File: src/rtl/valu_writeback.sv
// vALU writeback stage: merges the result with the old vd contents under vl/mask/SEW, then
// buffers the merged write in a small in-order FIFO. Define VWB_TAIL_AGNOSTIC_EN for all-ones tails.
module valu_writeback #(
  parameter int unsigned DEPTH = 2
) (
  input  logic         clk,
  input  logic         rst_n,
  input  logic         in_valid,
  output logic         in_ready,
  input  logic [4:0]   in_vd,
  input  logic [127:0] in_result,
  input  logic [127:0] in_old,
  input  logic [7:0]   in_sew,
  input  logic [7:0]   in_vl,
  input  logic [15:0]  in_mask,
  input  logic         in_vm,
  output logic         wb_valid,
  input  logic         wb_ready,
  output logic [4:0]   wb_vd,
  output logic [127:0] wb_data,
  output logic         wb_err,
  output logic [31:0]  pending_vd,
  output logic [15:0]  wb_count
);

  localparam int unsigned PtrW = (DEPTH > 2) ? 2 : 1;
  localparam int unsigned CntW = PtrW + 1;

  // ---------------------------------------------------------------------------------------------
  // Merge
  // ---------------------------------------------------------------------------------------------
  logic         sew_ok;
  logic [2:0]   elem_shift;
  logic [4:0]   n_elem;
  logic [7:0]   vl_eff;
  logic [4:0]   byte_elem [16];
  logic [15:0]  byte_body;
  logic [15:0]  byte_active;
  logic [127:0] merged;

  always_comb begin
    sew_ok     = 1'b1;
    elem_shift = 3'd0;
    n_elem     = 5'd16;
    case (in_sew)
      8'd8:    begin elem_shift = 3'd0; n_elem = 5'd16; end
      8'd16:   begin elem_shift = 3'd1; n_elem = 5'd8;  end
      8'd32:   begin elem_shift = 3'd2; n_elem = 5'd4;  end
      8'd64:   begin elem_shift = 3'd3; n_elem = 5'd2;  end
      8'd128:  begin elem_shift = 3'd4; n_elem = 5'd1;  end
      default: sew_ok = 1'b0;
    endcase
    vl_eff = (in_vl > {3'b000, n_elem}) ? {3'b000, n_elem} : in_vl;
  end

  // Work per byte: byte b sits at bits [127-8b -: 8] and belongs to element b / (SEW/8).
  always_comb begin
    merged      = '0;
    byte_body   = '0;
    byte_active = '0;
    for (int b = 0; b < 16; b++) begin
      byte_elem[b]   = 5'(b) >> elem_shift;
      byte_body[b]   = ({3'b000, byte_elem[b]} < vl_eff);
      byte_active[b] = byte_body[b] && (in_vm || in_mask[byte_elem[b][3:0]]);
      if (!sew_ok || (byte_body[b] && !byte_active[b])) begin
        merged[127-8*b -: 8] = in_old[127-8*b -: 8];
      end else if (byte_active[b]) begin
        merged[127-8*b -: 8] = in_result[127-8*b -: 8];
      end else begin
`ifdef VWB_TAIL_AGNOSTIC_EN
        merged[127-8*b -: 8] = 8'hFF;
`else
        merged[127-8*b -: 8] = in_old[127-8*b -: 8];
`endif
      end
    end
  end

  // ---------------------------------------------------------------------------------------------
  // FIFO
  // ---------------------------------------------------------------------------------------------
  logic [4:0]       vd_q   [DEPTH];
  logic [127:0]     data_q [DEPTH];
  logic [DEPTH-1:0] err_q;
  logic [DEPTH-1:0] valid_q, valid_d;
  logic [PtrW-1:0]  wr_ptr_q, rd_ptr_q;
  logic [CntW-1:0]  count_q, count_d;
  logic [31:0]      pending_q, pending_d;
  logic [15:0]      wb_count_q;
  logic             push, pop;

  assign in_ready = (count_q < CntW'(DEPTH));
  assign wb_valid = (count_q != '0);
  assign push     = in_valid && in_ready;
  assign pop      = wb_valid && wb_ready;

  assign wb_vd      = vd_q[rd_ptr_q];
  assign wb_data    = data_q[rd_ptr_q];
  assign wb_err     = err_q[rd_ptr_q];
  assign pending_vd = pending_q;
  assign wb_count   = wb_count_q;

  // Pending set is rebuilt from the post-edge slot contents so it tracks push/pop exactly.
  always_comb begin
    count_d   = count_q;
    valid_d   = valid_q;
    pending_d = '0;
    if (push && !pop) count_d = count_q + CntW'(1);
    if (pop && !push) count_d = count_q - CntW'(1);
    if (pop)  valid_d[rd_ptr_q] = 1'b0;
    if (push) valid_d[wr_ptr_q] = 1'b1;
    for (int unsigned k = 0; k < DEPTH; k++) begin
      if (valid_d[k]) begin
        if (push && (wr_ptr_q == PtrW'(k))) begin
          pending_d = pending_d | (32'd1 << in_vd);
        end else begin
          pending_d = pending_d | (32'd1 << vd_q[k]);
        end
      end
    end
  end

  always_ff @(posedge clk or negedge rst_n) begin
    if (!rst_n) begin
      for (int unsigned k = 0; k < DEPTH; k++) begin
        vd_q[k]   <= '0;
        data_q[k] <= '0;
      end
      err_q      <= '0;
      valid_q    <= '0;
      wr_ptr_q   <= '0;
      rd_ptr_q   <= '0;
      count_q    <= '0;
      pending_q  <= '0;
      wb_count_q <= '0;
    end else begin
      if (push) begin
        vd_q[wr_ptr_q]   <= in_vd;
        data_q[wr_ptr_q] <= merged;
        err_q[wr_ptr_q]  <= ~sew_ok;
        wr_ptr_q         <= wr_ptr_q + PtrW'(1);
      end
      if (pop) begin
        rd_ptr_q   <= rd_ptr_q + PtrW'(1);
        wb_count_q <= wb_count_q + 16'd1;
      end
      valid_q   <= valid_d;
      count_q   <= count_d;
      pending_q <= pending_d;
    end
  end

endmodule

File: config.mk
export PLATFORM = sky130hd
export DESIGN_NAME = valu_writeback
export DESIGN_NICKNAME = d
export VERILOG_FILES = /design/src/rtl/valu_writeback.sv
export SDC_FILE = /design/constraint.sdc
export NUM_CORES = 1
export LEC_CHECK = 0
export ABC_AREA = 1
export CAP_MARGIN = 20
export CORE_MARGIN = 3
export CORE_UTILIZATION = 45
export CTS_CLUSTER_DIAMETER = 150
export DETAILED_ROUTE_END_ITERATION = 10
export HOLD_SLACK_MARGIN = 0.12
export PLACE_DENSITY_LB_ADDON = 0.05
export SLEW_MARGIN = 30
export SYNTH_ARGS = -nofsm -noshare
export SYNTH_HDL_FRONTEND = slang
export SYNTH_SLANG_ARGS = --single-unit
File: constraint.sdc
create_clock -name clk -period 3.7 [get_ports clk]
set_input_delay 0.74 -clock clk [delete_from_list [all_inputs] [get_ports clk]]
set_output_delay 0.74 -clock clk [all_outputs]
set_load 0.01 [all_outputs]
==> impl_results.md, run 1 <==
* Outcome: complete, no violations
* Avg Vias per Cell at 5.32
* Setup CP Type: in2reg
* Largest family of logic cells by synthesized area: simple AND/OR/NAND/NOR gates
* DRT Pass-1 Iters at 5
* Req. time, crit path at 4.19 ns
* Worst setup path start: in_sew[5]
* Worst clock skew at 0.0149 ns
* RR Startpoint: rd_ptr_q
* Synth Area in Simple Gates at 43.3%
* Cts bufs inserted at 37
* Ranking of synthesized cells by area: dfrtp_1, nand2_1, nand3_1, inv_1, nand3b_1
* Via count at 21186
* Detailed Route WL at 73500 um
* PwrDens at 657 nW/um^2
* R2R setup slack at 0.74 ns
* Worst setup EP type: flip-flop
* Final hold violation count at 0
* CP arrival at 3.97 ns
* Worst-path clk slew at 0.06 ns
* Fraction of registers with async set or reset after synthesis at 100%
* CP endpoint: data_q[28]
* Highest ir drop seen on vdd at 513 uV
* GR Util All Layers at 31.3%
* Ports at 482
* Setup TNS at 0 ns
* Synthesized-area fraction occupied by adder cells at 1.28%
* Starting DRC count in detailed routing at 1690
* Post-synth cell types at 42
* Hold buffer count at CTS at 0
* CTS Sinks at 322
* Htree depth at 2
* Multi-input gate area at 9990 um^2
* Period utilization at 94.3%
* Initial Util at 46.1%
* DIE AREA at 46000 um^2
* Clock Latency Late Sink at 0.56 ns
* Layout cells sized above 1 at 10.3%
* # port buffers at 481
* Startpoint types: primary input
* Synth Net Count at 3141
* Register Area at 8060 um^2
* Core Box Area at 42400 um^2
* Post-layout util at 64.3%
* Worst hold slack at 0.198 ns
* Post-route minimum period at 3.49 ns
* Worst-case clock buffer depth at 3
* Post-synth top cells: nand2_1, nand3_1, dfrtp_1
* Leak at 14.0 nW
* Largest net degree at the start of global routing at 148
* Worst Setup Slack, final at 0.212 ns
* Root Buffer: clkbuf_16
* Synthesis warning total at 0
* Worst R2R Path Depth at 5
* Placer Congestion at 0.975
* Min-Delay Path Class: in2async
* Vert. Die Dim at 214 um
* Xor/xnor cell area share of the yosys netlist at 0.672%
* Post-synth EDFFs at 0
* First-pass GRT wire length at 116000 um
* Compound-cell area share of the yosys netlist at 5.25%
* Initial antenna violation count at 10
* FILL cells at 3819
* Area share of the largest cell type after synthesis at 41.2%
* Post-synthesis mux area share at 0%
* ANT nets after route at 0
* Mean Syn Cell Area at 6.93 um^2
* Final slew viol count at 0
* P&R area growth vs syn at 39.5%
* Wire length per cell at 18.5 um
* GR Overflow Total at 0
* Number of global-route vias before repair at 20644
* Max_cap viols at 0
* Yosys top cell by area: dfrtp_1
* Netlist Area Pre-Place at 19600 um^2
* Hpwl dp at 53200 um
* Worst r2r dst: pending_vd[10]
* Site Rows at 75
* Post-synthesis cell count at 2823
* # DRC at 0
* Yosys reg bits at 322
* Slew margin rel. at 42.7%
* Crit path max fanout at 9
* Highest clock rate at 287 MHz
* Slew @ Worst Pin at 0.860 ns
* Top-count cell post-synth: nand2_1
* Main synth FF type: dfrtp_1
* Setup Viol. Count Final at 0
* Die outline width at 214 um
* Post-synthesis sequential area ratio at 41.2%
* CTS tree: built
* Nets at 3685
* Place WS at -0.613 ns
==> metal layers <==
metal,routed length [um],GRT usage [%],vias up
met3,6010,7.37,129
met1,30600,41.7,10059
met5,13,0,-
met4,2440,11.0,2
li1,-,-,10119
met2,34400,50.0,877
==> report_power, final <==
part           internal [W]  total, W  leakage [nW]  switching [W]
registers           0.00499   0.00589          4.08       0.000895
logic               0.00361   0.00826          9.30        0.00465
clock network       0.00228   0.00377         0.618        0.00150
==> cell families (layout without fill, tap and decap cells) <==
logic type / after synthesis / in the layout
compound gates: 138 / 138
buf+inv: 407 / 977
xor+xnor: 15 / 15
other cells: 0 / 9
flops: 322 / 322
fa+ha+maj: 20 / 20
simple gates: 1921 / 1921
==> cell type report <==
class,instances,share of cell area [%]
inverter,280,3.89
clock inverter,6,0.390
sequential,322,29.5
tap,577,2.65
clock buffer,59,4.21
antenna,9,0.0826
multi-input combinational,2094,36.6
timing repair buffer,632,22.6
==> through the flow <==
step,area (um^2),std cells,total power (W)
after floorplan,19600,2823,0.00993
after global placement,25900,3904,0.0140
after detailed placement,25900,3904,0.0141
after CTS,27200,3969,0.0180
after global routing,27300,3978,0.0191
final,27300,3979,0.0179
==> worst min path at each step <==
stage	slack (ns)	cells past startpoint	endpoint
global route	0.23	1	data_q[219]
detailed placement	0.47	2	data_q[50]
CTS	0.24	1	data_q[219]
finish	0.20	1	data_q[219]
floorplan	0.44	0	count_q[0]
global placement	0.46	2	data_q[93]
==> cells in the final DEF (no fill, tap or decap), types with 11 or more instances in the layout <==
cell	Yosys	final
a21oi_1	11	11
buf_12	1	17
buf_4	6	134
clkbuf_16	0	38
clkbuf_8	0	12
clkdlybuf4s50_1	0	479
dfrtp_1	322	321
ha_1	20	19
inv_1	251	248
inv_2	24	24
nand2_1	1228	1224
nand2_2	48	42
nand2_4	7	17
nand3_1	457	457
nand3b_1	81	81
nand4_1	16	16
nor2_1	44	39
nor4_1	17	17
o211ai_1	20	20
o21ai_0	37	35
o21ai_1	14	15
o21ai_2	22	22
o311ai_0	14	14
==> registers in the layout, indices dropped and copies added, names as in the netlist <==
register,cells
rd_ptr_q,1
valid_q,2
vd_q,10
pending_vd,32
data_q,256
err_q,2
wr_ptr_q,1
count_q,2
wb_count,16
==> repair_timing <==
item / CTS / global route
pin swaps: 0 / 5
setup endpoints to repair: 4 / 193
resized for setup: 2 / 22
hold endpoints to repair: 0 / 0
setup buffers: 0 / 1
==> critical path, cell delays in order <==
cell             delay, ns
clkdlybuf4s50_1       0.41
inv_1                 0.11
nand2_1               0.08
nor2_1                0.17
nand2_4               0.10
buf_4                 0.15
nand2_4               0.12
inv_1                 0.10
ha_1                  0.38
nand2_2               0.15
buf_4                 0.19
nand2_1               0.08
nand3_1               0.10
nand2_1               0.05
nor2_1                0.16
nor2_1                0.10
a21oi_4               0.19
buf_12                0.15
nand2_2               0.12
nand2_1               0.12
nand3_1               0.09
nand2_1               0.10
(Power assumes the default switching activity.)
==> run 2: changes to the inputs <==
--- a/config.mk
+++ b/config.mk
@@ -11,6 +11,7 @@
 export CORE_UTILIZATION = 45
 export CTS_CLUSTER_DIAMETER = 150
 export DETAILED_ROUTE_END_ITERATION = 10
+export GPL_ROUTABILITY_DRIVEN = 0
 export HOLD_SLACK_MARGIN = 0.12
 export PLACE_DENSITY_LB_ADDON = 0.05
 export SLEW_MARGIN = 30
==> run 2 against run 1 <==
Net effect: first-iteration DRC count increased by 21%; sequential cell count unchanged; via count increased by 0.64%; critical path depth increased by 3; utilization decreased by 0.15 points; clock-buffer cell count decreased by 6; critical path type unchanged; largest power group unchanged; highest routed layer unchanged.
==> impl_results.md, run 2 (synthesized netlist as in run 1, its figures left out) <==
* Via count at 21322 (+0.64%)
* Most frequent cells in the layout: nand2_1, clkdlybuf4s50_1, nand3_1, dfrtp_1, inv_1
* Min-Delay Path Class: in2async
* Die outline width at 214 um (unchanged)
* Outcome: complete, no violations
* Site Rows at 75 (unchanged)
* Biggest register: data_q
* Layout cells sized above 1 at 10.2% (-0.16 points)
* GR Overflow Total at 0 (unchanged)
* Vert. Die Dim at 214 um (unchanged)
* R2R setup slack at 0.75 ns (about the same)
* P&R area growth vs syn at 39.2%
* PwrDens at 656 nW/um^2 (-0.17%)
* Slew @ Worst Pin at 0.818 ns (-0.0424 ns)
* Ports at 482 (unchanged)
* ANT nets after route at 0 (unchanged)
* Largest net degree at the start of global routing at 149 (+0.68%)
* Detailed Route WL at 71200 um (-3.2%)
* Core Box Area at 42400 um^2 (unchanged)
* Post-route minimum period at 3.50 ns (+0.0100 ns)
* Number of global-route vias before repair at 20580 (-0.31%)
* Period utilization at 94.5% (+0.27 points)
* Worst R2R Path Depth at 5 (unchanged)
* Final slew viol count at 0 (unchanged)
* Nets at 3670 (-0.41%)
* Startpoint types: primary input
* Crit path max fanout at 7 (-2)
* Power Total at 0.0178 W (-0.41%)
* First-pass GRT wire length at 113000 um (-2.5%)
* Hpwl dp at 50600 um (-5.0%)
* Leak at 13.9 nW (-0.47%)
* DRT Pass-1 Iters at 6 (+1)
* Setup Viol. Count Final at 0 (unchanged)
* Commonest non-fill, non-tap cell in the layout: nand2_1
* Largest register FFs at 256 (unchanged)
* CTS Sinks at 322 (unchanged)
* Final hold violation count at 0 (unchanged)
* Highest ir drop seen on vdd at 588 uV (+15%)
* Setup CP Type: in2reg
* Worst setup EP type: flip-flop
* Worst setup path start: in_sew[7]
* RR Startpoint: rd_ptr_q
* Hold buffer count at CTS at 0 (unchanged)
* Wire length per cell at 18.0 um (-2.8%)
* Post-layout util at 64.2% (-0.15 points)
* Clock Latency Late Sink at 0.56 ns (about the same)
* Worst-path clk slew at 0.06 ns (about the same)
* Avg Vias per Cell at 5.38 (+1.0%)
* Initial antenna violation count at 9 (-1)
* # port buffers at 481 (unchanged)
* CTS tree: built
* Starting DRC count in detailed routing at 2040 (+21%)
* Worst clock skew at 0.0102 ns (-0.00463 ns)
* CP arrival at 3.98 ns (about the same)
* Slew margin rel. at 45.5% (+2.8 points)
* Cts bufs inserted at 37 (unchanged)
* Htree depth at 2 (unchanged)
* Root Buffer: clkbuf_16
* Max_cap viols at 0 (unchanged)
* # DRC at 0 (unchanged)
* Initial Util at 46.1% (unchanged)
* Worst hold slack at 0.144 ns (-0.0541 ns)
* RSZ-0062 raised after global routing: true
* Highest clock rate at 286 MHz (-0.29%)
* GR Util All Layers at 30.2% (-1.0 points)
* FILL cells at 3759 (-1.6%)
* Worst-case clock buffer depth at 3 (unchanged)
* Req. time, crit path at 4.18 ns (about the same)
* DIE AREA at 46000 um^2 (unchanged)
==> run 2: changes by cell type in the layout (fill, tap and decap cells not counted), moves of 2 or more <==
cell	change
nand3_1	-2
nand2_4	+5
clkbuf_8	-6
nand2_1	-4
diode_2	-2
nand2_2	-2
buf_4	-19
buf_12	+2
nand3_2	+2
buf_6	+2
clkinv_2	+5
clkinvlp_4	+2
==> run 2: where the power goes <==
group | internal, W | total [W] | switching [W]
clock | 0.00222 | 0.00373 | 0.00151
combinational | 0.00361 | 0.00823 | 0.00462
sequential | 0.00499 | 0.00589 | 0.000893
total | 0.0108 | 0.0178 | 0.00702
==> run 2: repair_timing <==
item,4_1_cts,5_1_grt
setup buffers,0,2
gates resized for setup,0,36
endpoints found under the setup margin,0,211
hold endpoints to repair,0,0
==> run 2: stage by stage <==
stage                     worst slack, ns  instances  area (um^2)  setup TNS [ns]
after floorplan                     0.175       2823        19600               0
after global placement             -0.411       3888        25800          -66.74
after detailed placement           -0.552       3888        25800          -87.10
after CTS                          0.0344       3954        27000               0
after global routing              -0.0582       3962        27200           -1.20
final                               0.202       3963        27200               0
==> run 2: final cells by class <==
cell class | instances | area, um^2 | area share (%)
Antenna cell | 7 | 17.5 | 0.0644
Clock buffer | 53 | 1070 | 3.92
Clock inverter | 13 | 156 | 0.575
Inverter | 280 | 1060 | 3.89
Multi-Input combinational cell | 2094 | 10000 | 36.9
Sequential cell | 322 | 8060 | 29.6
Tap cell | 577 | 722 | 2.65
Timing Repair Buffer | 617 | 6090 | 22.4
==> run 2: final timing paths <==
check                                endpoint
worst min register to register    data_q[146]
worst max-delay path              data_q[197]
min in group clk                  data_q[146]
worst max register to register  pending_vd[2]
worst min-delay path               data_q[91]
max in group asynchronous          data_q[14]
==> run 2: worst max-delay path, stage by stage <==
cell,delay (ns)
clkdlybuf4s50_1,0.50
inv_1,0.07
nand2_1,0.08
nor2_2,0.06
nand2_4,0.09
nand3_4,0.09
nor2_4,0.13
inv_2,0.06
ha_4,0.26
nand3_1,0.06
nor2_1,0.09
nand2_1,0.11
nand2_4,0.11
o21ai_0,0.08
buf_4,0.15
ha_1,0.29
nand3_2,0.12
a21oi_1,0.17
nand2_1,0.07
nand2_1,0.07
nand2_2,0.13
buf_4,0.18
nand3_1,0.09
nand3_1,0.09
nand2_1,0.10
==> run 2: per-layer routing <==
| layer | share of wire (%) | vias to the layer above | global-route usage [%] |
|---|---|---|---|
| met1 | 41 | 10132 | 39.8 |
| li1 | - | 10069 | - |
| met3 | 8.6 | 150 | 6.56 |
| met4 | 3.5 | 6 | 10.2 |
| met2 | 47 | 965 | 49.7 |
| met5 | 0.063 | - | 0 |
